### config.mk
export PLATFORM = sky130hd
export DESIGN_NAME = conv_feeder
export DESIGN_NICKNAME = d
export VERILOG_FILES = /design/src/rtl/conv_feeder.sv
export SDC_FILE = /design/constraint.sdc
export NUM_CORES = 1
export LEC_CHECK = 0
export ABC_AREA = 1
export ABC_CLOCK_PERIOD_IN_PS = 3800
export BUFFER_PORTS_ARGS = -buffer_cell sky130_fd_sc_hd__buf_2
export CORE_MARGIN = 2
export CORE_UTILIZATION = 60
export DETAILED_ROUTE_END_ITERATION = 12
export PLACE_DENSITY = 0.79
export SETUP_SLACK_MARGIN = 0.5
export SYNTH_ARGS = -nofsm -noshare
export SYNTH_HDL_FRONTEND = slang
export SYNTH_SLANG_ARGS = --single-unit
export TNS_END_PERCENT = 50
### constraint.sdc
create_clock -name clock -period 3.8 [get_ports clock]
set_input_delay 0.19 -clock clock [delete_from_list [all_inputs] [get_ports clock]]
set_output_delay 0.19 -clock clock [all_outputs]
set_load 0.02 [all_outputs]
### src/rtl/conv_feeder.sv
// rtl/conv_feeder.sv - sequences weights, biases and pixels from layer RAM into one conv instance
module conv_feeder #(
  parameter int ADDR_WIDTH = 16,
  parameter int DATA_WIDTH = 8
) (
  input  logic                  clock,
  input  logic                  reset,
  input  logic                  start,
  input  logic [7:0]            input_dim,
  input  logic [1:0]            window_dim,
  input  logic [ADDR_WIDTH-1:0] weight_base,
  input  logic [ADDR_WIDTH-1:0] bias_base,
  input  logic [ADDR_WIDTH-1:0] pixel_base,
  output logic                  mem_rd_en,
  output logic [ADDR_WIDTH-1:0] mem_addr,
  input  logic [DATA_WIDTH-1:0] mem_rd_data,
  input  logic                  conv_idle,
  input  logic                  conv_image_done,
  output logic [DATA_WIDTH-1:0] new_pixel_data,
  output logic                  weights_valid,
  output logic                  bias_valid,
  output logic                  new_data_valid,
  output logic                  busy,
  output logic                  done
);

  typedef enum logic [2:0] {
    IDLE,
    LOAD_W,
    LOAD_B,
    STREAM,
    WAIT_DONE,
    FINISH
  } state_t;

  state_t                state_q, state_d;

  // Job configuration, captured when a job is accepted.
  logic [ADDR_WIDTH-1:0] weight_base_q, weight_base_d;
  logic [ADDR_WIDTH-1:0] bias_base_q, bias_base_d;
  logic [ADDR_WIDTH-1:0] pixel_base_q, pixel_base_d;
  logic [15:0]           coeff_count_q, coeff_count_d;
  logic [15:0]           pix_count_q, pix_count_d;

  // Fetch engine: reads issued and elements transferred in the current phase,
  // one outstanding read, one-entry holding register facing the conv.
  logic [15:0]           issued_q, issued_d;
  logic [15:0]           xfer_q, xfer_d;
  logic                  inflight_q, inflight_d;
  logic                  hold_valid_q, hold_valid_d;
  logic [DATA_WIDTH-1:0] hold_data_q, hold_data_d;

  logic                  phase_active;
  logic [15:0]           phase_total;
  logic [ADDR_WIDTH-1:0] phase_base;
  logic                  hold_xfer;
  logic                  last_xfer;
  logic                  rd_issue;

  // Select the element count and base address the fetch engine works against.
  always_comb begin
    phase_active = 1'b0;
    phase_total  = 16'd0;
    phase_base   = '0;
    case (state_q)
      LOAD_W: begin
        phase_active = 1'b1;
        phase_total  = coeff_count_q;
        phase_base   = weight_base_q;
      end
      LOAD_B: begin
        phase_active = 1'b1;
        phase_total  = coeff_count_q;
        phase_base   = bias_base_q;
      end
      STREAM: begin
        phase_active = 1'b1;
        phase_total  = pix_count_q;
        phase_base   = pixel_base_q;
      end
      default: ;
    endcase
  end

  // A transfer happens whenever the presented element meets an idle conv.
  // A new read may go out in the same cycle the holding register drains,
  // which gives one element every two cycles at best.
  assign hold_xfer = phase_active & hold_valid_q & conv_idle;
  assign last_xfer = hold_xfer & (xfer_q == (phase_total - 16'd1));
  assign rd_issue  = phase_active & ~inflight_q & (issued_q < phase_total) &
                     (~hold_valid_q | hold_xfer);

  // Drive memory request and conv-facing outputs from the current state.
  always_comb begin
    mem_rd_en      = rd_issue;
    mem_addr       = '0;
    if (rd_issue) begin
      mem_addr = phase_base + ADDR_WIDTH'(issued_q);
    end
    new_pixel_data = hold_data_q;
    weights_valid  = (state_q == LOAD_W) & hold_valid_q;
    bias_valid     = (state_q == LOAD_B) & hold_valid_q;
    new_data_valid = (state_q == STREAM) & hold_valid_q;
    busy           = (state_q != IDLE);
    done           = (state_q == FINISH);
  end

  // Next-state and fetch-engine update.
  always_comb begin
    state_d       = state_q;
    weight_base_d = weight_base_q;
    bias_base_d   = bias_base_q;
    pixel_base_d  = pixel_base_q;
    coeff_count_d = coeff_count_q;
    pix_count_d   = pix_count_q;
    issued_d      = issued_q;
    xfer_d        = xfer_q;
    inflight_d    = rd_issue;
    hold_valid_d  = hold_valid_q;
    hold_data_d   = hold_data_q;

    if (rd_issue) begin
      issued_d = issued_q + 16'd1;
    end
    if (hold_xfer) begin
      xfer_d       = xfer_q + 16'd1;
      hold_valid_d = 1'b0;
    end
    // Read data lands the cycle after the strobe; the holding register is
    // always empty then because reads only issue into an emptying slot.
    if (inflight_q) begin
      hold_valid_d = 1'b1;
      hold_data_d  = mem_rd_data;
    end

    case (state_q)
      IDLE: begin
        if (start) begin
          weight_base_d = weight_base;
          bias_base_d   = bias_base;
          pixel_base_d  = pixel_base;
          coeff_count_d = (window_dim == 2'd3) ? 16'd9 : 16'd1;
          pix_count_d   = {8'd0, input_dim} * {8'd0, input_dim};
          issued_d      = 16'd0;
          xfer_d        = 16'd0;
          state_d       = LOAD_W;
        end
      end
      LOAD_W: begin
        if (last_xfer) begin
          issued_d = 16'd0;
          xfer_d   = 16'd0;
          state_d  = LOAD_B;
        end
      end
      LOAD_B: begin
        if (last_xfer) begin
          issued_d = 16'd0;
          xfer_d   = 16'd0;
          state_d  = (pix_count_q == 16'd0) ? FINISH : STREAM;
        end
      end
      STREAM: begin
        if (last_xfer) begin
          issued_d = 16'd0;
          xfer_d   = 16'd0;
          state_d  = WAIT_DONE;
        end
      end
      WAIT_DONE: begin
        if (conv_image_done) begin
          state_d = FINISH;
        end
      end
      FINISH: begin
        state_d = IDLE;
      end
      default: begin
        state_d = IDLE;
      end
    endcase
  end

  // State register; reset aborts any job in flight.
  always_ff @(posedge clock or posedge reset) begin
    if (reset) begin
      state_q <= IDLE;
    end else begin
      state_q <= state_d;
    end
  end

  // Configuration and fetch-engine registers.
  always_ff @(posedge clock or posedge reset) begin
    if (reset) begin
      weight_base_q <= '0;
      bias_base_q   <= '0;
      pixel_base_q  <= '0;
      coeff_count_q <= 16'd0;
      pix_count_q   <= 16'd0;
      issued_q      <= 16'd0;
      xfer_q        <= 16'd0;
      inflight_q    <= 1'b0;
      hold_valid_q  <= 1'b0;
      hold_data_q   <= '0;
    end else begin
      weight_base_q <= weight_base_d;
      bias_base_q   <= bias_base_d;
      pixel_base_q  <= pixel_base_d;
      coeff_count_q <= coeff_count_d;
      pix_count_q   <= pix_count_d;
      issued_q      <= issued_d;
      xfer_q        <= xfer_d;
      inflight_q    <= inflight_d;
      hold_valid_q  <= hold_valid_d;
      hold_data_q   <= hold_data_d;
    end
  end

endmodule
==> run summary <==
Crit Path Max Fanout - 8
Iter 0 DRT Violations - 975
Synth top area share - 32.4%
Num CTS Buffers - 9
Initial Util - 61.2%
Clock Pin Slew Worst Setup and Hold Paths - 0.09 ns
hpwl dp - 16.2 mm
r2r setup slk - 0.63 ns
clk_skew - 0.0112 ns
RSZ-0062 raised after global routing - true
CP Class - register to output port
Critical Path Source - state_q[2]
post-layout power - 10.0 mW
Post-Syn Area - 8500 sq um
number of synthesized flops with an enable pin - 0
CTS Root Cell - clkbuf_16
Final Hold Fails - 0
Critical path buffers and inverters - 3
Crit. End Element - output port
Final nets - 1483
Chip Height - 123 microns
Max clock buf depth - 2
top post-synthesis cells by area - dfrtp_1 (32%), nand2_1 (19%), ha_1 (9.3%)
die width - 123 microns
TritonCTS clock tree - done
total core area - 13900 sq um
hold path startpoint - weight_base[4]
outcome - finished, final reports clean
Slowest-stage cell, CP - dfrtp_2
DRC - 0
Tmin final - 3.54 ns
port bufs - 100
slowest stage delay, CP - 0.45 ns
cell with the most instances after synthesis - nand2_1
P_leak - 5.68 nW
detailed-route via count - 8759
# rows - 43
placed cell areas - 9320 sq um
Relative slew margins - 29.4%
sequential-to-total area share from yosys stat - 32.4%
Placed Cells incl. Taps - 1454
WP data arrival - 3.35 ns
Placer Congestion - 0.900
post-layout util - 78.2%
Cell Chain, Critical Path - buf_12, nor2_4, buf_6, a22oi_1, o21ai_1, ha_1, a21oi_2, o21ai_0, nand2_1, nand3_2, nand2_2, nand2_2, a21oi_2, xor2_1, nor2_1, buf_4
synthesized area per cell - 7.13 sq um
GRT Residual Overflow - 0
share of cells above drive strength 1 - 24.6%
async set-or-reset flop fraction in the synthesized netlist - 100%
Synth cell types - 38
drt total wl - 25.6 mm
post-route cell area - 10800 sq um
full die area - 15100 sq um
clk sinks - 110
worst hold path class - primary input to register
IO Pins - 101
final antenna diode count - 0
# hold bufs at CTS - 0
Synth-to-Final Area Change - 27.7%
Final ANT Viol Nets - 0
measured slew at the worst slew-check pin - 1.06 ns
vias in the first global route - 7451
initial antenna violation count - 0
Main synth FF type - dfrtp_1
Vias/cell - 5.81
maximum vdd ir drop - 494 uV
MaxCap Viol Count - 0
drt pass-1 iters - 8
multi-input logic area - 5820 sq um
Filler cells - 933
Synth warnings - 0
period utilisation layout - 93.2%
htree depth - 3
FF+latch count, synth - 110
final setup vio count - 0
Yosys top cell by area - dfrtp_1
pin count of the biggest net entering global routing - 84
post-synthesis instance total - 1191
delay-heaviest family, CP - compound AO/OA/AOI/OAI gates
Avg WL per Cell - 17.0 microns
Worst setup SP type - register
post-route insts no fill - 1508
Slew Viols, Final - 0
Min Hold Slack - 0.00564 ns
reg2reg start - state_q[2]
power density over cell area - 925 nW/um^2
critical path data required time - 3.61 ns
global-route wire length before repair - 35.6 mm
worst skew pair latency - 0.37 ns
register area - 2760 sq um
Commonest cells post-synth - nand2_1 (427), inv_1 (143), dfrtp_1 (110)
GRT Util Overall - 30.0%
FMAX - 282 MHz
-- through the flow --
step	setup slack [ns]	TNS, ns
after floorplan	0.201	0
after CTS	0.400	0
final	0.258	0
after global placement	0.0771	0
after detailed placement	-0.0223	-0.0223
after global routing	0.212	0
-- per-layer routing --
metal	vias up	routed length [microns]	track usage [%]
met4	0	1460	10.1
met3	178	2250	3.55
li1	4010	-	-
met5	-	0	0
met1	4044	10300	42.4
met2	527	11600	48.4
-- kinds of logic (layout without fill, tap and decap cells) --
family                   count (synthesis)  after routing  synth area share [%]
adder cells (fa/ha/maj)                 89             89                  15.4
XOR/XNOR                                57             57                  5.88
AO/OA/AOI/OAI                          124            124                  8.00
AND/OR/NAND/NOR                        629            629                  30.0
other                                    1              2                0.0441
flip-flops                             110            110                  32.4
buffers and inverters                  181            317                  8.33
-- path summary, 6_finish.rpt --
check                                         end  cells past startpoint
worst max register to register         state_q[2]                     19
worst max-delay path                 mem_addr[14]                     16
worst min register to register  new_pixel_data[5]                      2
min in group asynchronous        coeff_count_q[0]                      2
worst min-delay path             weight_base_q[4]                      3
max in group asynchronous              xfer_q[14]                      3
-- cells in the final DEF (no fill, tap or decap), drive strengths merged --
cell type and n:
o21ai 62, o2111ai 3, a211oi 2, dfrtp 110
nor3b 1, nand2 431, nand3b 3, o211ai 3
or4 1, a22oi 7, nand4 10, ha 63
a21o 3, xor2 42, nand3 58, inv 151
a31oi 3, a21oi 39, fa 26, buf 150
xnor2 15, conb 2, clkinv 4, or2 4
nor2 104, o21bai 1, nor3 12, a2111oi 1
clkbuf 12, nor4 5
-- report_power, final --
part           leakage [nW]  switching [mW]  total (mW)  internal, mW
Combinational          4.14            4.11        6.91          2.80
Sequential             1.39           0.493        2.15          1.66
Clock                 0.149           0.506       0.975         0.469
-- registers in the layout (all words and copies together), names as in the netlist --
name	count
bias_base_q	16
hold_valid_q	1
state_q	3
pixel_base_q	16
xfer_q	16
issued_q	16
new_pixel_data	8
inflight_q	1
coeff_count_q	2
weight_base_q	16
pix_count_q	15
-- area by class of cell --
type                    count  area share (%)
inverters                 148            5.26
flip-flops and latches    110            25.4
clock buffers               9            2.08
multi-input cells         901            53.7
repair buffers            153            10.8
clock inverters             7           0.669
well taps                 180            2.08
-- what timing repair did --
item | in CTS | in global routing
pin swaps | 13 | 53
resized for setup | 47 | 164
setup endpoints to repair | 38 | 43
gates cloned | 0 | 3
buffers inserted | 11 | 24
hold endpoints to repair | 0 | 0
-- worst reg2reg max path, delay by kind of cell, from the launching register on --
family | cells | cell delay, ns
buffers and inverters | 4 | 0.48
AOI/OAI and AO/OA | 1 | 0.22
adders and majority gates | 1 | 0.27
and+or+nand+nor | 13 | 1.68
DFF | 1 | 0.45
(Power assumes the default switching activity.)
